## config.mk

```make
export PLATFORM = sky130hd
export DESIGN_NAME = branch_fetch_unit
export DESIGN_NICKNAME = d
export VERILOG_FILES = /design/src/rtl/branch_fetch_unit.sv
export SDC_FILE = /design/constraint.sdc
export NUM_CORES = 1
export LEC_CHECK = 0
export ABC_AREA = 1
export CORE_MARGIN = 5
export CORE_UTILIZATION = 50
export DETAILED_ROUTE_END_ITERATION = 10
export GPL_TIMING_DRIVEN = 0
export PLACE_DENSITY = 0.8
export REMOVE_ABC_BUFFERS = 1
export SKIP_CTS_REPAIR_TIMING = 1
export SYNTH_ARGS = -nofsm -noshare
export SYNTH_HDL_FRONTEND = slang
export SYNTH_SLANG_ARGS = --single-unit
```

## constraint.sdc

```tcl
create_clock -name clk -period 14.3 [get_ports clk]
set_input_delay 1.43 -clock clk [delete_from_list [all_inputs] [get_ports clk]]
set_output_delay 1.43 -clock clk [all_outputs]
set_load 0.05 [all_outputs]
```

## src/rtl/branch_fetch_unit.sv

```systemverilog
// Instruction fetch unit: owns the PC, issues single-outstanding imem requests, buffers words for decode.
// Latency: req at t, 1-cycle mem resp at t+1, instr_valid at t+2; redirect re-targets fetch next cycle.
// Backpressure: fetch stalls while the FIFO is full; imem responses are never back-pressured.
module branch_fetch_unit #(
    parameter int                XLEN      = 64,
    parameter logic [XLEN-1:0]   RESET_PC  = '0,
    parameter int                BUF_DEPTH = 2
) (
    input  logic            clk,
    input  logic            rst,
    input  logic            redirect_valid,
    input  logic [XLEN-1:0] redirect_pc,
    output logic            imem_req_valid,
    output logic [XLEN-1:0] imem_req_addr,
    input  logic            imem_req_ready,
    input  logic            imem_resp_valid,
    input  logic [31:0]     imem_resp_data,
    output logic            instr_valid,
    output logic [31:0]     instr_data,
    output logic [XLEN-1:0] instr_pc,
    input  logic            instr_ready,
    output logic [XLEN-1:0] pc,
    output logic            misalign
);

    localparam int PW = (BUF_DEPTH > 1) ? $clog2(BUF_DEPTH) : 1;
    localparam int CW = $clog2(BUF_DEPTH + 1);

    typedef enum logic [1:0] {
        S_REQ   = 2'd0,
        S_WAIT  = 2'd1,
        S_DRAIN = 2'd2
    } state_t;

    state_t          state_q, state_d;
    logic [XLEN-1:0] pc_q, pc_d;
    logic [XLEN-1:0] req_pc_q, req_pc_d;
    logic [PW-1:0]   rd_ptr_q, rd_ptr_d;
    logic [PW-1:0]   wr_ptr_q, wr_ptr_d;
    logic [CW-1:0]   count_q, count_d;
    logic            misalign_q, misalign_d;
    logic [31:0]     buf_data_q [BUF_DEPTH];
    logic [31:0]     buf_data_d [BUF_DEPTH];
    logic [XLEN-1:0] buf_pc_q   [BUF_DEPTH];
    logic [XLEN-1:0] buf_pc_d   [BUF_DEPTH];

    logic req_fire;
    logic push;
    logic pop;

    // Only one request is ever in flight, so a free slot at issue time is a free slot at response time.
    assign imem_req_valid = !rst && (state_q == S_REQ) && !redirect_valid
                            && (count_q < CW'(BUF_DEPTH));
    assign imem_req_addr  = pc_q;
    assign pc             = pc_q;
    assign misalign       = misalign_q;

    assign instr_valid    = !rst && (count_q != '0);
    assign instr_data     = buf_data_q[rd_ptr_q];
    assign instr_pc       = buf_pc_q[rd_ptr_q];

    assign req_fire       = imem_req_valid && imem_req_ready;
    assign push           = imem_resp_valid && (state_q == S_WAIT) && !redirect_valid;
    assign pop            = instr_valid && instr_ready && !redirect_valid;

    always_comb begin
        state_d    = state_q;
        pc_d       = pc_q;
        req_pc_d   = req_pc_q;
        rd_ptr_d   = rd_ptr_q;
        wr_ptr_d   = wr_ptr_q;
        count_d    = count_q;
        buf_data_d = buf_data_q;
        buf_pc_d   = buf_pc_q;
        misalign_d = redirect_valid && (redirect_pc[1:0] != 2'b00);

        case (state_q)
            S_REQ: begin
                if (req_fire) begin
                    pc_d     = pc_q + XLEN'(4);
                    req_pc_d = pc_q;
                    state_d  = S_WAIT;
                end
            end
            S_WAIT: begin
                if (imem_resp_valid) begin
                    state_d = S_REQ;
                end else if (redirect_valid) begin
                    state_d = S_DRAIN;
                end
            end
            S_DRAIN: begin
                // The stale response retires the outstanding request even if another redirect lands with it.
                if (imem_resp_valid) begin
                    state_d = S_REQ;
                end
            end
            default: state_d = S_REQ;
        endcase

        if (push) begin
            buf_data_d[wr_ptr_q] = imem_resp_data;
            buf_pc_d[wr_ptr_q]   = req_pc_q;
            wr_ptr_d             = wr_ptr_q + PW'(1);
        end
        if (pop) begin
            rd_ptr_d = rd_ptr_q + PW'(1);
        end
        case ({push, pop})
            2'b10:   count_d = count_q + CW'(1);
            2'b01:   count_d = count_q - CW'(1);
            default: count_d = count_q;
        endcase

        if (redirect_valid) begin
            pc_d     = {redirect_pc[XLEN-1:2], 2'b00};
            rd_ptr_d = '0;
            wr_ptr_d = '0;
            count_d  = '0;
        end
    end

    always_ff @(posedge clk) begin
        if (rst) begin
            state_q    <= S_REQ;
            pc_q       <= {RESET_PC[XLEN-1:2], 2'b00};
            req_pc_q   <= '0;
            rd_ptr_q   <= '0;
            wr_ptr_q   <= '0;
            count_q    <= '0;
            misalign_q <= 1'b0;
        end else begin
            state_q    <= state_d;
            pc_q       <= pc_d;
            req_pc_q   <= req_pc_d;
            rd_ptr_q   <= rd_ptr_d;
            wr_ptr_q   <= wr_ptr_d;
            count_q    <= count_d;
            misalign_q <= misalign_d;
        end
    end

    // Storage needs no reset: count_q qualifies every read.
    always_ff @(posedge clk) begin
        buf_data_q <= buf_data_d;
        buf_pc_q   <= buf_pc_d;
    end

endmodule
```

* Word level (Yosys, flattened, before mapping)
Index checks and enable logic that the tools add are counted.
** Operators by class
- Bitwise logic cells :: 2
- Eq/ne operators :: 7
- Add/subtract/negate cells :: 5
- Muxes and demuxes :: 21
- Reductions and logical operators :: 23
- Magnitude comparators :: 4
** Operators by type and width (number)
- two-way mux 64 bit :: 7
- bitwise mux 128 bit :: 1
- two-way mux 32 bit :: 4
- adder 64 x 3 -> 64 bit, second input constant :: 1
- bitwise mux 64 bit :: 1
- demux 64 bit (select 1 bit) :: 1
- demux 32 bit (select 1 bit) :: 1
- logical AND 1 bit :: 11
- nonzero test 2 bit :: 5
- two-way mux 2 bit :: 4
- case mux 2 bit (3 select lines) :: 1
- equality test 2 x 1 -> 1 bit, second input constant :: 2
- equality test 2 bit, second input constant :: 2
- greater-or-equal comparator 2 bit, second input constant :: 2
- inequality test 2 bit, second input constant :: 2
- inverter 1 -> 2 bit :: 2
- case mux 2 bit (2 select lines) :: 1
- AND reduction 2 bit :: 2
- inequality test 3 bit, second input constant :: 1
- AND reduction 3 bit :: 1
- adder 1 bit, second input constant :: 2
- adder 2 x 1 -> 2 bit, second input constant :: 1
- logical NOT 1 bit :: 2
- logical NOT 2 bit :: 1
- 4 further kinds :: 4
** Word-level totals
- Output and inout bits :: 227
- Logic and storage cells :: 74
- Register bits after elaboration :: 327

* Logic depth before layout (Yosys ltp)
- Word-level depth :: 8
- Mapped depth :: 11
- Mapped depth without buffers :: 11

* Worst setup path after synthesis
Ideal clock, no wire load.
- Kind :: input to register
- Start :: input redirect_valid
- End :: register buf_data_q[0] (netlist bit), enable pin
- Path slack :: 8.002 ns
- Stages on the path :: 4
- Required time :: 13.752 ns
- Library setup time :: 0.548 ns
- Arrival :: 5.750 ns
- Buffers on the path :: 1
- Cell sequence :: buf_4 -> inv_1 -> nand3_1 -> nor2_1
** Between the ends
- Word-level cells in the longest chain between the ends :: 2
** Ends and longest elaborated chain
- start, declared :: line 11 : input logic redirect_valid,
- logical NOT 1 bit :: line 63 : assign push = imem_resp_valid && (state_q == S_WAIT) && !redirect_valid;
- logical AND 1 bit :: line 63
- end signal, assigned :: line 145 : buf_data_q <= buf_data_d;
- end, declared :: line 42 : logic [31:0] buf_data_q [BUF_DEPTH];
No other way between the ends.
A chain may end at the register's enable or synchronous reset.

* Worst setup path in the final report
- Start :: input rst
- End :: output imem_req_valid
** Between the ends
- Word-level cells in the longest chain between the ends :: 4
** Ends and longest elaborated chain
- start, declared :: line 10 : input logic rst,
- logical NOT 1 bit :: line 52 : assign imem_req_valid = !rst && (state_q == S_REQ) && !redirect_valid
- logical AND 1 bit (2 in a row) :: line 52
- logical AND 1 bit :: line 53 : && (count_q < CW'(BUF_DEPTH));
- end, declared :: line 13 : output logic imem_req_valid,
No other way between the ends.

==> key figures <==
Final layout
  • Layout area overhead: 30.4%
  • Final core utilization: 66.5%
  • Commonest cells after routing, fill and taps aside: nand2_1 (572), clkdlybuf4s50_1 (320), edfxtp_1 (188)
  • Fraction of layout cells with a size suffix above 1: 4.49%
  • Fill cell count: 2234
  • Layout net count: 2016
  • Post-Layout Cell Count: 2317
  • Final Cell Area: 18600 um^2
  • Most common cell after layout, fill and taps aside: nand2_1

STA
  • Max Transition Viols Final: 0
  • Skew final: 0.0155 ns
  • Slew @ Worst Pin: 1.20 ns
  • Max frequency: 208 MHz
  • RSZ-0062 raised after global routing: false
  • Relative max-transition margin: 19.6%
  • WHS: 0.453 ns
  • Minimum clock period: 4.80 ns
  • Endpoints failing hold: 0
  • Period utilization: 33.6%
  • Final setup vio count: 0

Run status
  • Status: finished, final reports clean

Clocking
  • H-tree depth: 1
  • CTS Buf Count: 31
  • CTS root buf: clkbuf_16
  • Clock latency on the worst-skew pair: 0.56 ns
  • Clk slew on worst S/H paths: 0.06 ns
  • Clk sink count: 319
  • Clock buffer depth: 3
  • CTS tree: done

Floorplan
  • Core Box Area: 28000 um^2
  • DIE WIDTH: 179 um
  • I/O pin count: 329
  • Chip Height: 179 um
  • Num rows: 61
  • Initial core utilization: 51.0%
  • Die area: 32000 um^2

Global route
  • Total GRT Usage: 26.3%
  • Grt ovf: 0
  • Vias in the first global route: 12138
  • Pin count of the biggest net entering global routing: 78
  • Initial antenna violation count: 2
  • First-pass GRT wire length: 66200 um

Logic synthesis
  • Top cells by area, synth: edfxtp_1 (40%), dfxtp_1 (18%), nand2_1 (15%)
  • Number of distinct library cells after synthesis: 35
  • Post-Synth XOR/XNOR Area: 0.981%
  • Compound-cell area share of the yosys netlist: 8.63%
  • Adder-cell share of the synthesized area: 0.175%
  • Sequential share of the synthesized area: 57.9%
  • Post-synthesis register bit count: 319
  • Synthesized-area fraction occupied by and/or/nand/nor cells: 23.1%
  • Post-Synthesis Cells: 1671
  • Cell taking the most area after synthesis: edfxtp_1
  • Mapped Avg Cell Area: 8.55 um^2
  • Mux cell area share after synthesis: 0%
  • Yosys top cell area share: 39.5%
  • Syn. warnings: 0
  • Synth Cell Area: 14300 um^2
  • Largest family of logic cells by synthesized area: simple AND/OR/NAND/NOR gates

Setup path
  • Setup Crit Path Kind: input pin to output port
  • CP Max Fanout: 29
  • Req. time, crit path: 12.87 ns
  • Crit path DAT: 3.37 ns
  • Critical Path End Type: output port
  • Startpoint type of the worst setup path: input pin

Place
  • Port bufs: 322
  • Post-DP HPWL: 31100 um
  • Placed cell areas: 17600 um^2
  • Routability congestion estimate: 0.892
  • Placed insts: 2257

Drt
  • Post-route DRC: 0
  • DRT antenna net count: 0
  • Vias per inst: 5.28
  • Vias: 12238
  • Total Wirelength: 43100 um
  • WL per Instance: 18.6 um
  • First drt pass iteration count: 5
  • Iter 0 DRT Violations: 1034

Power and ir drop
  • Pleak: 7.10 nW
  • Pwr Density: 111 nW/um^2
  • Pint: 1.54 mW
  • Clock power share: 39.3%
  • Sw Share: 25.3%
  • Gate power share: 11.2%
  • Peak VDD IR: 90.6 uV
  • Flop pwr share: 49.4%
  • Net Switching: 0.522 mW

Hold path
  • Worst hold path class: flop to flop

Flow run
  • MaxCap Viol Count: 0
[power groups by stage]
stage / clock network (mW) / registers [mW] / logic [mW]
floorplan: 0 / 1.10 / 0.0561
global placement: 0 / 1.04 / 0.222
global route: 0.866 / 1.02 / 0.245
finish: 0.813 / 1.02 / 0.232
detailed placement: 0 / 1.04 / 0.230
CTS: 0.822 / 1.02 / 0.232
[cells in the mapped netlist (all sizes together)]
cell    count
nor2      157
dfxtp     131
a31oi      13
nand2     574
nand3b      2
o21bai      2
nor3        4
xor2       13
clkbuf     42
o31ai       3
xnor2       3
nand3      71
a211oi      1
a21oi      97
buf        94
inv       133
and2        1
a22oi       1
and3        1
nand4      16
ha          2
edfxtp    188
conb        1
o21ai     119
o21a        1
o211a       1
[kinds of logic (layout without fill, tap and decap cells)]
kind of cell             after synthesis  count (layout)
AO/OA/AOI/OAI                        238             238
XOR/XNOR                              16              16
adder cells (fa/ha/maj)                2               2
buffers and inverters                269             530
flip-flops                           319             319
other                                  1               8
AND/OR/NAND/NOR                      826             826
[critical path, stage by stage]
cell	delay (ns)
buf_2	0.32
nor2_4	0.47
nand2_1	0.18
nor2_1	0.12
clkdlybuf4s50_1	0.82
[registers in the layout, indices dropped and copies added (netlist names)]
register	cells
buf_data_q	64
buf_pc_q	124
count_q	2
imem_req_addr	62
misalign	1
rd_ptr_q	1
req_pc_q	62
state_q	2
wr_ptr_q	1
[final timing paths]
check             slack [ns]                 to  depth (start not counted)    startpoint
setup / recovery        9.50     imem_req_valid                          5           rst
hold / removal          0.45       buf_pc_q[82]                          0  req_pc_q[18]
setup reg to reg       11.25  imem_req_addr[40]                         10    state_q[0]
hold reg to reg         0.45       buf_pc_q[82]                          0  req_pc_q[18]
[area by class of cell]
type | count | area, um^2 | share of cell area (%)
multi-input combinational | 1088 | 4740 | 25.4
clock inverter | 15 | 139 | 0.746
clock buffer | 43 | 882 | 4.74
sequential | 319 | 8270 | 44.4
inverter | 133 | 502 | 2.69
tap | 378 | 473 | 2.54
timing repair buffer | 339 | 3610 | 19.4
antenna | 2 | 5.00 | 0.0269
[per-layer routing]
layer | vias up | track usage, % | part of all wire (%)
li1 | 5860 | - | -
met2 | 536 | 44.4 | 48
met1 | 5767 | 35.2 | 42
met4 | 0 | 7.68 | 2.7
met3 | 75 | 3.96 | 7.7
met5 | - | 0 | 0
[through the flow]
step	power, mW	TNS [ns]	setup slack [ns]
final	2.07	0	9.50
after detailed placement	1.27	0	9.53
after global placement	1.26	-26.58	-0.801
after floorplan	1.16	0	6.12
after CTS	2.08	0	9.52
after global routing	2.13	0	9.44
(Power assumes the default switching activity.)
==> patch: new RTL, config.mk and constraints unchanged <==
Re-encode `state_t` (3 states) as one-hot, 3 bits wide.
--- a/src/rtl/branch_fetch_unit.sv
+++ b/src/rtl/branch_fetch_unit.sv
@@ -26,10 +26,10 @@
     localparam int PW = (BUF_DEPTH > 1) ? $clog2(BUF_DEPTH) : 1;
     localparam int CW = $clog2(BUF_DEPTH + 1);
 
-    typedef enum logic [1:0] {
-        S_REQ   = 2'd0,
-        S_WAIT  = 2'd1,
-        S_DRAIN = 2'd2
+    typedef enum logic [2:0] {
+        S_REQ   = 3'b001,
+        S_WAIT  = 3'b010,
+        S_DRAIN = 3'b100
     } state_t;
 
     state_t          state_q, state_d;
Function: same outputs for any inputs over 4 cycles, from zero or initial values and one cycle with rst high; so few cycles prove little.
==> patch against the original RTL <==
- largest power group unchanged
- worst setup slack worse by 0.89 ns
- wire length fell by 0.17%
- area after synthesis up 3.8%
- total power grew 5.6%
- first-iteration DRC count up 1.6%
- sequential share of layout area fell by 1.1 points
- synthesized cell count is 4.4% higher
- sequential cell count grew 1
- cell area grew 2.8%
- highest routed layer is now met5
- largest cell class unchanged
==> patch: results (changes against the original RTL) <==
| Metric | Value |
|---|---|
| First-pass GRT wire length | 66.9 mm (+1.1%) |
| Sequential share of the synthesized area | 0.559 (-0.0200) |
| DR pass1 iterations | 5 (unchanged) |
| Compound-Gate Fraction of Synth Area | 0.0634 (-0.0229) |
| Adder-Cell Fraction of Synth Area | 0.00169 (-0.0000647) |
| Status | finished clean |
| DR top layer | met5 |
| Hold slack | 0.447 ns (-0.00536 ns) |
| DR WL/cell | 17.9 um (-3.6%) |
| Main synth FF type | edfxtp_1 |
| Via count | 12600 (+3.1%) |
| Worst r2r path cells | 10 (unchanged) |
| Gpl congestion | 0.892 (about the same) |
| Vias in the first global route | 12500 (+2.8%) |
| Clk_lat worst skew | 0.51 ns (-0.05 ns) |
| Clock buffer count from CTS | 35 (+13%) |
| Nets@finish | 2086 (+3.5%) |
| Initial DRC count | 1051 (+1.6%) |
| Top post-synthesis cells by area | edfxtp_1, dfxtp_1, nand2_1 |
| H-tree levels | 2 (+1) |
| Placed insts | 2335 (+3.5%) |
| Post-Place Worst Slack | 8.17 ns (-1.36 ns) |
| Largest net degree at the start of global routing | 76 (-2.6%) |
| Layout cells sized above 1 | 0.0618 (+0.0168) |
| Crit path DAT | 6.10 ns (+2.73 ns) |
| Ys async rst share | 0 (unchanged) |
| CP Max Fanout | 75 (+160%) |
| Internal reg-to-reg setup slack | 10.65 ns (-0.60 ns) |
| Flop pwr share | 0.469 (-0.025) |
| Yosys warning count | 0 (unchanged) |
| Syn avg cell area | 8.50 um2 (-0.51%) |
| Layout Cells excl Fill | 2399 (+3.5%) |
| DR WL met3 | 3.21 mm (-3.2%) |
| Fillers | 2398 (+7.3%) |
| Worst hold start | req_pc_q[11] |
| Post-Synth XOR/XNOR Area | 0.0118 (+0.00200) |
| Leak | 0.00744 uW (+4.8%) |
| Post-route clock skew | 0.0135 ns (-0.00192 ns) |
| Placed cell areas | 18000 um2 (+2.1%) |
| Post-Route M1 WL | 17.8 mm (-0.62%) |
| Synth cell types | 41 (+17%) |
| Net Sw Power | 541 uW (+3.6%) |
| Overall routing resource usage | 0.251 (-0.0113) |
| Hpwl dp | 29.9 mm (-3.8%) |
| EDFF count, synth | 188 (unchanged) |
| Worst Setup EP | imem_req_addr[7] |
| Internal | 1640 uW (+6.3%) |
| Met2 Routed Length | 20.7 mm (about the same) |
| Post-synthesis mux area share | 0 (unchanged) |
| FF-to-FF Start | state_q[2] |
| Tightest Pin Transition | 1.24 ns (+0.0418 ns) |
| Gate power share | 0.107 (-0.005) |
| Post-synth top cells | nand2_1, edfxtp_1, nor2_1 |
| Fin crit share | 0.398 (+0.0625) |
| Hold Path Sink | buf_pc_q[11] |
| Maximum VDD drop | 65.7 uV (-27%) |
[patch: worst max-delay path: stages]
cell	delay (ns)
buf_4	0.36
inv_2	1.04
nand2_4	0.15
nor2_4	0.15
nand3_4	0.79
nand2_2	1.23
inv_1	0.41
nand2_1	0.15
o211ai_1	0.09
nand2_1	0.10
inv_1	0.05
[patch: cells by family after synthesis]
logic type,Yosys count
AO/OA/AOI/OAI,172
XOR/XNOR,20
adder cells (fa/ha/maj),2
buffers and inverters,292
flip-flops,320
other,1
AND/OR/NAND/NOR,937
[patch: layout make-up]
type	count	area (um2)	area share
repair buffers	332	3450	0.180
well taps	390	488	0.0255
inverters	156	596	0.0311
clock inverters	13	171	0.00895
multi-input cells	1137	5140	0.268
diodes	1	2.50	0.000131
clock buffers	50	1010	0.0525
flip-flops and latches	320	8290	0.433
[patch: metal layers]
metal | global-route usage | up-vias
met5 | 0 | -
met4 | 0.0778 | 2
met3 | 0.0391 | 90
met2 | 0.432 | 533
met1 | 0.329 | 5958
li1 | - | 6030
